==> src/rtl/key_entry_ctrl.sv <==
// Keypad entry sequencer: shifts digits into a 4-digit HH:MM buffer, validates it on a
// button press and issues a one-cycle load strobe to the alarm register or time counter.
module key_entry_ctrl #(
    parameter logic [3:0] NOKEY   = 4'd10,
    parameter int         TIMEOUT = 10
) (
    input  logic       clk,
    input  logic       reset,
    input  logic [3:0] key,
    input  logic       alarm_button,
    input  logic       time_button,
    input  logic       one_second,
    output logic [3:0] key_buffer_ms_hr,
    output logic [3:0] key_buffer_ls_hr,
    output logic [3:0] key_buffer_ms_min,
    output logic [3:0] key_buffer_ls_min,
    output logic       load_alarm,
    output logic       load_new_time,
    output logic       show_alarm,
    output logic       show_new_time,
    output logic       entry_error
);

    localparam logic [2:0] IDLE       = 3'd0;
    localparam logic [2:0] SHOW_ALARM = 3'd1;
    localparam logic [2:0] KEY_STORED = 3'd2;
    localparam logic [2:0] KEY_WAIT   = 3'd3;
    localparam logic [2:0] KEY_ENTRY  = 3'd4;
    localparam logic [2:0] COMMIT     = 3'd5;

    localparam logic [4:0] TIMEOUT_CNT = 5'(TIMEOUT);

    logic [2:0] state;
    logic [3:0] digit;
    logic [3:0] key_prev;
    logic [2:0] digit_count;
    logic [4:0] tick_count;
    logic       commit_alarm;

    logic key_is_digit;
    logic new_press;
    logic timeout_hit;
    logic hours_ok;
    logic entry_valid;
    logic clear_entry;

    assign key_is_digit = (key <= 4'd9);
    assign new_press    = key_is_digit && (key_prev == NOKEY);
    assign timeout_hit  = one_second && ((tick_count + 5'd1) == TIMEOUT_CNT);

    assign hours_ok    = (key_buffer_ms_hr <= 4'd1) ||
                         ((key_buffer_ms_hr == 4'd2) && (key_buffer_ls_hr <= 4'd3));
    assign entry_valid = (digit_count == 3'd4) && hours_ok &&
                         (key_buffer_ms_min <= 4'd5) && (key_buffer_ls_min <= 4'd9);

    // A press or a button in KEY_ENTRY outranks the final timeout tick.
    assign clear_entry = (state == COMMIT) ||
                         ((state == KEY_WAIT) && timeout_hit) ||
                         ((state == KEY_ENTRY) && !new_press && !alarm_button &&
                          !time_button && timeout_hit);

    always_ff @(posedge clk) begin
        if (!reset) begin
            state             <= IDLE;
            digit             <= 4'd0;
            key_prev          <= NOKEY;
            digit_count       <= 3'd0;
            tick_count        <= 5'd0;
            commit_alarm      <= 1'b0;
            key_buffer_ms_hr  <= 4'd0;
            key_buffer_ls_hr  <= 4'd0;
            key_buffer_ms_min <= 4'd0;
            key_buffer_ls_min <= 4'd0;
        end else begin
            key_prev <= key_is_digit ? key : NOKEY;

            case (state)
                IDLE: begin
                    if (new_press) begin
                        digit <= key;
                        state <= KEY_STORED;
                    end else if (alarm_button) begin
                        state <= SHOW_ALARM;
                    end
                end
                SHOW_ALARM: begin
                    if (!alarm_button) state <= IDLE;
                end
                KEY_STORED: begin
                    key_buffer_ms_hr  <= key_buffer_ls_hr;
                    key_buffer_ls_hr  <= key_buffer_ms_min;
                    key_buffer_ms_min <= key_buffer_ls_min;
                    key_buffer_ls_min <= digit;
                    if (digit_count != 3'd4) digit_count <= digit_count + 3'd1;
                    tick_count <= 5'd0;
                    state      <= KEY_WAIT;
                end
                KEY_WAIT: begin
                    if (one_second) tick_count <= tick_count + 5'd1;
                    if (!key_is_digit) state <= KEY_ENTRY;
                end
                KEY_ENTRY: begin
                    if (new_press) begin
                        digit      <= key;
                        tick_count <= 5'd0;
                        state      <= KEY_STORED;
                    end else if (alarm_button) begin
                        commit_alarm <= 1'b1;
                        state        <= COMMIT;
                    end else if (time_button) begin
                        commit_alarm <= 1'b0;
                        state        <= COMMIT;
                    end else if (one_second) begin
                        tick_count <= tick_count + 5'd1;
                    end
                end
                COMMIT: state <= IDLE;
                default: state <= IDLE;
            endcase

            // Commit completion and timeout both abandon the entry the same way.
            if (clear_entry) begin
                state             <= IDLE;
                digit_count       <= 3'd0;
                tick_count        <= 5'd0;
                key_buffer_ms_hr  <= 4'd0;
                key_buffer_ls_hr  <= 4'd0;
                key_buffer_ms_min <= 4'd0;
                key_buffer_ls_min <= 4'd0;
            end
        end
    end

    assign load_alarm    = (state == COMMIT) && commit_alarm && entry_valid;
    assign load_new_time = (state == COMMIT) && !commit_alarm && entry_valid;
    assign entry_error   = (state == COMMIT) && !entry_valid;
    assign show_alarm    = (state == SHOW_ALARM);
    assign show_new_time = (state == KEY_STORED) || (state == KEY_WAIT) ||
                           (state == KEY_ENTRY) || (state == COMMIT);

endmodule

==> config.mk <==
export PLATFORM = sky130hd
export DESIGN_NAME = key_entry_ctrl
export DESIGN_NICKNAME = d
export VERILOG_FILES = /design/src/rtl/key_entry_ctrl.sv
export SDC_FILE = /design/constraint.sdc
export NUM_CORES = 1
export LEC_CHECK = 0
export CAP_MARGIN = 20
export CORE_ASPECT_RATIO = 1.4
export CORE_UTILIZATION = 31
export CTS_BUF_LIST = sky130_fd_sc_hd__clkbuf_16
export CTS_CLUSTER_SIZE = 30
export DETAILED_ROUTE_END_ITERATION = 6
export MAX_ROUTING_LAYER = met4
export PLACE_DENSITY = 0.56
export SLEW_MARGIN = 20
export SYNTH_ARGS = -nofsm -noshare
export SYNTH_HDL_FRONTEND = slang
export SYNTH_SLANG_ARGS = --single-unit
==> constraint.sdc <==
create_clock -name clk -period 2.2 [get_ports clk]
set_input_delay 0.66 -clock clk [delete_from_list [all_inputs] [get_ports clk]]
set_output_delay 0.66 -clock clk [all_outputs]
set_load 0.005 [all_outputs]
# Yosys cells after proc, flatten, opt, wreduce, memory -nomap -nowiden
# Index checks and enable logic that the tools add are counted.
dict set report word_totals {
  ff_bits 36
  input_bits 9
  output_inout_bits 21
  elab_cells 88
}
dict set report classes {
  add_sub_neg 2
  n_lt_le_gt_ge 5
  n_eq_ne 16
  n_mux 15
  bitwise 2
  reduce_logical 38
}
# cell n
set op_table {}
lappend op_table {{two-way mux 3 bit} 7}
lappend op_table {{two-way mux 5 bit} 4}
lappend op_table {{logical AND 1 bit} 16}
lappend op_table {{one-hot mux 3 bit (5 select lines)} 1}
lappend op_table {{one-hot mux 5 bit (3 select lines)} 1}
lappend op_table {{inequality test 3 bit, second input constant} 4}
lappend op_table {{== test 3 bit, second input constant} 3}
lappend op_table {{<= comparator 4 bit, second input constant} 2}
lappend op_table {{== test 3 x 2 -> 1 bit, second input constant} 2}
lappend op_table {{logical OR 1 bit} 6}
lappend op_table {{AND reduction 2 bit} 3}
lappend op_table {{AND reduction 3 bit} 2}
lappend op_table {{adder 5 x 1 -> 5 bit, second input constant} 1}
lappend op_table {{== test 5 x 4 -> 1 bit, second input constant} 1}
lappend op_table {{logical NOT 1 bit} 5}
lappend op_table {{== test 4 x 2 -> 1 bit, second input constant} 1}
lappend op_table {{== test 4 bit, second input constant} 1}
lappend op_table {{<= comparator 4 x 1 -> 1 bit, second input constant} 1}
lappend op_table {{<= comparator 4 x 2 -> 1 bit, second input constant} 1}
lappend op_table {{<= comparator 4 x 3 -> 1 bit, second input constant} 1}
lappend op_table {{inequality test 2 bit, second input constant} 2}
lappend op_table {{inequality test 4 bit, second input constant} 1}
lappend op_table {{AND reduction 4 bit} 1}
lappend op_table {{OR reduction 2 bit} 2}
lappend op_table {{other kinds (7)} 9}

# Logic depth before layout (Yosys ltp)
# Gate-level depths: netlist of run 1.
dict set report depth {
  depth_word 9
  mapped_depth 8
  ltp_nobuf 7
}

# Least setup slack after synthesis of run 1
# OpenSTA, ideal clock, no wires.
dict set report synth_timing {
  kind {reg-to-output}
  start {register digit_count[0]}
  end {output port load_new_time}
  arrival_time_ns 1.287
  required_time_ns 1.540
  path_slack_ns 0.253
  path_stages_with_launch 8
  n_path_buf 0
  path_cell_list {dfxtp_1 inv_1 ha_1 nand2_1 a21oi_1 nand3_1 nor4_1 nor3b_1}
}
dict set report synth_via {
  elab_chain_cells 5
}
# element line
set synth_rtl {}
lappend synth_rtl {{start: declaration} 36} ;# logic [2:0] digit_count;
lappend synth_rtl {{start signal: assignment} 94} ;# if (digit_count != 3'd4) digit_count <= digit_count + 3'd1;
lappend synth_rtl {{== test 3 bit} 53} ;# assign entry_valid = (digit_count == 3'd4) && hours_ok &&
lappend synth_rtl {{logical AND 1 bit (2 in series)} 53}
lappend synth_rtl {{logical AND 1 bit} 54} ;# (key_buffer_ms_min <= 4'd5) && (key_buffer_ls_min <= 4'd9);
lappend synth_rtl {{logical AND 1 bit} 135} ;# assign load_new_time = (state == COMMIT) && !commit_alarm && entry_valid;
lappend synth_rtl {{end: declaration} 18} ;# output logic load_new_time,
# Every way passes these cells.

# Final worst setup path of run 1
dict set report layout_timing {
  start {register digit_count[0]}
  end {output port load_alarm}
}
dict set report layout_via {
  elab_chain_cells 5
}
# element line
set layout_rtl {}
lappend layout_rtl {{== test 3 bit} 53}
lappend layout_rtl {{logical AND 1 bit (2 in series)} 53}
lappend layout_rtl {{logical AND 1 bit} 54}
lappend layout_rtl {{logical AND 1 bit} 134} ;# assign load_alarm = (state == COMMIT) && commit_alarm && entry_valid;
lappend layout_rtl {{end: declaration} 17} ;# output logic load_alarm,
# Every way passes these cells.

==> flow_metrics.env, run 1 <==
export IMPL_yosysMostFrequentCell="nand2_1"
export IMPL_reg2reg_slack_ps=330
export IMPL_outcome="complete, but fails checks"
export IMPL_cts_sinks=36
export IMPL_worst_pin_slew_ps=530
export IMPL_p_per_area_nw_per_um2=1070
export IMPL_firstDrtPassIters=4
export IMPL_synth_area_top_cells="dfxtp_1 41%, nand2_1 8.6%, a21oi_2 8.1%, nor2_1 4.3%, ha_1 2.9%"
export IMPL_netlist_area_um2=1740
export IMPL_totalPowerFinal_mw=2.77
export IMPL_cts_tree="done"
export IMPL_critPathKind="reg2out"
export IMPL_synthToLayoutAreaGrowth_pct=48.0
export IMPL_cp_data_arrival_time_ps=1750
export IMPL_routed_wl_um=4310
export IMPL_fin_ws_ps=-212
export IMPL_grt_max_degree=17
export IMPL_period_share_pct=110
export IMPL_synthTopCellsByCount="40 x nand2_1, 36 x dfxtp_1, 20 x nor2_1"
export IMPL_port_buffers=29
export IMPL_fin_worst_skew_ps=3.32
export IMPL_synthCells=196
export IMPL_placed_cell_area_um2=2300
export IMPL_drc=0
export IMPL_period_needed_ps=2410
export IMPL_syn_nets=209
export IMPL_htree_levels=2
export IMPL_worst_setup_hold_path_clk_slew_ps=50
export IMPL_gr_total_overflow=0
export IMPL_slew_violations=0
export IMPL_setup_worst_path_end_class="output pin"
export IMPL_die_area_um2=5920
export IMPL_clock_latency_ps=270
export IMPL_place_inst=316
export IMPL_worst_path_largest_cell_delay_ps=320
export IMPL_ys_seq_area_share_pct=41.4
export IMPL_start_util_pct=33.0
export IMPL_ys_warn_count=0
export IMPL_cpMaxStageDelayCell="dfxtp_2"
export IMPL_die_w_um=65.3
export IMPL_cp_endpoint="load_alarm"
export IMPL_placeableCoreArea_um2=5280
export IMPL_globalplace_congestion=0.772
export IMPL_drive_gt1_share_pct=33.7
export IMPL_grt_antenna_before_repair=0
export IMPL_timing_hold_ws_ps=462
export IMPL_ys_async_sr_fraction_pct=0
export IMPL_clock_path_buffers=2
export IMPL_fmax_ghz=0.415
export IMPL_p_leak_nw=1.03
export IMPL_rsz0062_at_grt="true"
export IMPL_layout_cells_non_filler=330
export IMPL_maxCapViolCount=0
export IMPL_crit_cells=10
export IMPL_drt_iter0_drc=70
export IMPL_via_per_inst=4.74
export IMPL_grt_pass1_wl_um=7220
export IMPL_rr_endpoint="tick_count[4]$_SDFFE_PP0P_"
export IMPL_syn_area_per_cell_um2=8.87
export IMPL_place_ws_ps=-393
export IMPL_crit_family="simple AND/OR/NAND/NOR gates"
export IMPL_hold_path_class="reg2reg"
export IMPL_numCtsBuffers=5
export IMPL_hold_violations=0
export IMPL_dr_total_vias=1564
export IMPL_synth_top_area_share_pct=41.4
export IMPL_final_cell_area_um2=2570
export IMPL_max_slew_margin_pct=64.6
export IMPL_detail_route_antenna_nets=0
export IMPL_start_kind="flop"
export IMPL_tns_ps=-475
export IMPL_pin_count=30
export IMPL_synth_top_area_cell="dfxtp_1"
export IMPL_ys_ff_latch=36
export IMPL_post_route_util_pct=48.8
export IMPL_critPathBufInv=4
export IMPL_irDropWorstVdd_v=0.000633
export IMPL_ys_types=42
export IMPL_diodes=0
export IMPL_grt_pass1_vias=1557
export IMPL_worstPathRequired_ps=1540
export IMPL_routedWlPerCell_um=13.1
export IMPL_row_count=31
export IMPL_r2r_start="tick_count[0]$_SDFFE_PP0P_"
export IMPL_ys_flop_type="dfxtp_1"
export IMPL_chipHeight_um=90.6
export IMPL_dp_hpwl_um=3020
export IMPL_root_buffer="clkbuf_16"
export IMPL_worstSetupStartpoint="digit_count[0]$_SDFFE_PP0P_"
export IMPL_grt_usage_pct=16.4
export IMPL_r2r_cells=6
export IMPL_setup_viol=3
export IMPL_fin_nets=276
export IMPL_synth_edf_count=0
export IMPL_postCtsHoldBufs=0
export IMPL_path_cells="inv_2, ha_4, nand2_4, a21oi_2, nand3_1, nor4_2, buf_4, buf_6, and4_1, buf_2"
export IMPL_crit_path_max_fanout=2
export IMPL_violations="setup timing"
-- cells by family after synthesis --
logic type	share of synthesized area, %
buf+inv	5.11
mux	2.88
simple gates	26.0
xor+xnor	2.52
compound gates	19.2
fa+ha+maj	2.88
flops	41.4
-- layout make-up --
cell class / instances / area (um2)
clock buffer: 5 / 125
fill: 535 / 2700
inverter: 7 / 26.3
multi-input combinational: 146 / 1010
sequential: 36 / 724
timing repair buffer: 67 / 571
tap: 66 / 82.6
clock inverter: 3 / 37.5
-- power breakdown --
part / switching, mW / internal [mW]
Clock: 0.252 / 0.526
Sequential: 0.108 / 0.776
Combinational: 0.548 / 0.556
Total: 0.909 / 1.86
-- layer usage --
metal	track usage (%)	share of wire [%]	wire, um	vias to the layer above
met5	-	0	0	-
met4	5.43	1.5	65	0
met3	3.54	3.5	152	6
met2	28.9	54	2330	31
met1	17.9	41	1760	722
li1	-	-	-	805
-- worst register-to-register path, delay by kind of cell (launching register included) --
kind	cells	cell delay (ps)
compound gates	3	850
fa+ha+maj	1	260
buf+inv	1	180
flops	1	370
simple gates	1	90
-- registers in the layout (all words and copies together) (netlist names) --
name               cells
tick_count             5
digit                  4
key_buffer_ls_hr       4
key_buffer_ls_min      4
key_buffer_ms_hr       4
key_buffer_ms_min      4
key_prev               4
digit_count            3
state                  3
commit_alarm           1
-- how the worst min path moves through the flow --
| stage | start | endpoint | slack [ps] | depth (start not counted) |
|---|---|---|---|---|
| after floorplan | digit[0]$_SDFFE_PN0P_ | key_buffer_ls_min[0]$_SDFFE_PP0P_ | 440 | 2 |
| after global placement | digit[1]$_SDFFE_PN0P_ | key_buffer_ls_min[1]$_SDFFE_PP0P_ | 460 | 2 |
| after detailed placement | digit[1]$_SDFFE_PN0P_ | key_buffer_ls_min[1]$_SDFFE_PP0P_ | 460 | 2 |
| after CTS | digit[1]$_SDFFE_PN0P_ | key_buffer_ls_min[1]$_SDFFE_PP0P_ | 460 | 2 |
| after global routing | digit[2]$_SDFFE_PN0P_ | key_buffer_ls_min[2]$_SDFFE_PP0P_ | 490 | 2 |
| final | digit[1]$_SDFFE_PN0P_ | key_buffer_ls_min[1]$_SDFFE_PP0P_ | 460 | 2 |
-- layout by cell type (no fill, tap or decap), types with 2 or more instances in the layout --
master / n
nand2_1: 39
buf_4: 36
dfxtp_1: 33
clkdlybuf4s50_1: 25
nor2_1: 19
a21oi_2: 17
a21oi_1: 6
nand3_1: 5
mux2i_1: 5
xnor2_1: 5
clkbuf_16: 5
inv_1: 4
nand3b_1: 4
inv_2: 3
nor3_1: 3
ha_1: 3
dfxtp_2: 3
buf_2: 3
nor2b_4: 2
o21ai_0: 2
and2_1: 2
nor3b_1: 2
o22ai_2: 2
nor2_4: 2
o21a_1: 2
nand2b_1: 2
clkinv_1: 2
buf_6: 2
-- what timing repair did --
item | CTS | global route
cloned | 1 | 0
buffers inserted | 5 | 0
gates resized for setup | 23 | 11
endpoints found under the setup margin | 16 | 16
pin swaps | 4 | 1
No activity file was read; power rests on OpenSTA's default activity.
==> run 2: changes to the inputs <==
--- a/config.mk
+++ b/config.mk
@@ -11,8 +11,10 @@
 export CTS_BUF_LIST = sky130_fd_sc_hd__clkbuf_16
 export CTS_CLUSTER_SIZE = 30
 export DETAILED_ROUTE_END_ITERATION = 6
+export GPL_TIMING_DRIVEN = 0
 export MAX_ROUTING_LAYER = met4
 export PLACE_DENSITY = 0.56
+export RECOVER_POWER = 100
 export SLEW_MARGIN = 20
 export SYNTH_ARGS = -nofsm -noshare
 export SYNTH_HDL_FRONTEND = slang
==> run 2 against run 1 <==
  * The run still ends with setup timing left
  * Critical path depth is 2 lower
  * Final cell count is 7.3% lower
  * Highest routed layer unchanged
  * Clock power is 16% lower
  * Critical path type unchanged
==> flow_metrics.env, run 2 (synthesized netlist as in run 1, its figures left out) <==
export IMPL_outcome="complete, but fails checks"
export IMPL_violations="setup timing"
export IMPL_cpMaxStageDelayCell="dfxtp_2"
export IMPL_dr_total_vias=1500
export IMPL_cp_endpoint="load_new_time"
export IMPL_p_per_area_nw_per_um2=1090
export IMPL_critPathKind="reg2out"
export IMPL_place_ws_ps=-575
export IMPL_root_buffer="clkbuf_16"
export IMPL_placeableCoreArea_um2=5280
export IMPL_critPathBufInv=2
export IMPL_rsz0062_at_grt="true"
export IMPL_grt_usage_pct=16.0
export IMPL_detail_route_antenna_nets=0
export IMPL_die_area_um2=5920
export IMPL_num_fill_cells=545
export IMPL_period_share_pct=105
export IMPL_chipHeight_um=90.6
export IMPL_numCtsBuffers=5
export IMPL_regMostFlops="tick_count"
export IMPL_grt_antenna_before_repair=0
export IMPL_crit_family="simple AND/OR/NAND/NOR gates"
export IMPL_timing_hold_ws_ps=470
export IMPL_crit_path_max_fanout=3
export IMPL_worst_setup_hold_path_clk_slew_ps=50
export IMPL_irDropWorstVdd_v=0.000483
export IMPL_p_leak_nw=0.922
export IMPL_fin_worst_skew_ps=2.14
export IMPL_reg2reg_slack_ps=340
export IMPL_globalplace_congestion=0.773
export IMPL_start_util_pct=33.0
export IMPL_worst_path_largest_cell_delay_ps=320
export IMPL_hold_violations=0
export IMPL_r2r_cells=7
export IMPL_largest_reg_flops=5
export IMPL_totalPowerFinal_mw=2.60
export IMPL_diodes=0
export IMPL_die_w_um=65.3
export IMPL_drc=0
export IMPL_drive_gt1_share_pct=25.0
export IMPL_path_cells="inv_2, ha_4, nand2_4, a21oi_4, nand3_2, nor4_4, nor3b_2, buf_2"
export IMPL_final_cell_mix="39 x nand2_1, 34 x dfxtp_1, 20 x nor2_1"
export IMPL_period_needed_ps=2300
export IMPL_max_slew_margin_pct=69.3
export IMPL_r2r_start="state[2]$_SDFFE_PP0P_"
export IMPL_cts_tree="done"
export IMPL_cp_data_arrival_time_ps=1640
export IMPL_port_buffers=29
export IMPL_rr_endpoint="state[0]$_SDFFE_PP0P_"
export IMPL_min_from="key_buffer_ls_hr[0]$_SDFFE_PP0P_"
export IMPL_slew_violations=0
export IMPL_worstSetupStartpoint="digit_count[0]$_SDFFE_PP0P_"
export IMPL_fin_ws_ps=-103
export IMPL_routed_wl_um=4110
export IMPL_postCtsHoldBufs=0
export IMPL_grt_max_degree=11
export IMPL_via_per_inst=4.90
export IMPL_crit_cells=8
export IMPL_synthToLayoutAreaGrowth_pct=36.8
export IMPL_row_count=31
export IMPL_start_kind="flop"
export IMPL_dp_hpwl_um=3010
export IMPL_worstPathRequired_ps=1540
export IMPL_pin_count=30
export IMPL_cts_sinks=36
export IMPL_hold_path_class="reg2reg"
export IMPL_gr_total_overflow=0
export IMPL_grt_pass1_vias=1534
export IMPL_fin_nets=252
export IMPL_worst_pin_slew_ps=460
export IMPL_firstDrtPassIters=4
export IMPL_grt_pass1_wl_um=7210
export IMPL_fmax_ghz=0.434
export IMPL_maxCapViolCount=0
export IMPL_setup_viol=26
export IMPL_drt_iter0_drc=71
export IMPL_clock_path_buffers=2
export IMPL_clock_latency_ps=270
export IMPL_setup_worst_path_end_class="output pin"
export IMPL_final_common_cell="nand2_1"
export IMPL_routedWlPerCell_um=13.4
export IMPL_htree_levels=2
[run 2: changes by cell type in the layout (fill, tap and decap cells not counted), moves of 2 or more]
cell and delta:
buf_6 +3, dlygate4sd3_1 +15, clkbuf_1 +2, inv_1 +2, clkdlybuf4s50_1 -15, buf_4 -29
[run 2: cell type report]
cell class / count / area, um2 / area share (%)
flip-flops and latches: 36 / 723 / 30.4
clock inverters: 3 / 11.3 / 0.473
inverters: 7 / 26.3 / 1.10
multi-input cells: 145 / 1020 / 42.7
well taps: 66 / 82.6 / 3.47
clock buffers: 5 / 125 / 5.26
plain buffers: 8 / 68.8 / 2.89
repair buffers: 36 / 327 / 13.7
[run 2: worst min-delay path by stage]
stage,endpoint,cells past startpoint,slack (ps)
floorplan,key_buffer_ls_min[0]$_SDFFE_PP0P_,2,440
global placement,key_buffer_ls_min[1]$_SDFFE_PP0P_,2,460
detailed placement,key_buffer_ls_min[3]$_SDFFE_PP0P_,2,470
CTS,key_buffer_ls_min[3]$_SDFFE_PP0P_,2,470
global route,key_buffer_ls_min[2]$_SDFFE_PP0P_,2,500
finish,key_buffer_ms_hr[0]$_SDFFE_PP0P_,2,470
[run 2: layer usage]
| layer | track usage [%] | vias up | part of all wire (%) |
|---|---|---|---|
| met1 | 17.5 | 704 | 43 |
| li1 | - | 761 | - |
| met2 | 27.9 | 30 | 52 |
| met5 | - | - | 0 |
| met4 | 4.35 | 0 | 1.0 |
| met3 | 4.04 | 5 | 3.7 |
[run 2: per-stage QoR]
step           area, um2  instances  util (%)  setup TNS, ps
2_1_floorplan       1740        196         -              0
5_1_grt             2380        306      45.1          -4210
3_5_place_dp        2110        291      40.0         -10760
3_3_place_gp        2110        291      40.0          -9960
6_report            2380        306      45.1           -640
4_1_cts             2350        305      44.5           -384
[run 2: power by group]
part | switching (mW) | internal (mW)
clock | 0.250 | 0.407
combinational | 0.553 | 0.505
sequential | 0.106 | 0.775
total | 0.909 | 1.69
[run 2: what timing repair did]
item                                    4_1_cts  5_1_grt
setup buffers                                 6        1
hold endpoints to repair                      0        0
endpoints found under the setup margin       26        5
pin swaps                                     6        2
resized for setup                            31        3
[run 2: worst register-to-register path, delay by kind of cell (launching register included)]
kind / cells / cell delay, ps
compound gates: 2 / 590
buf+inv: 2 / 330
flops: 1 / 320
simple gates: 3 / 510
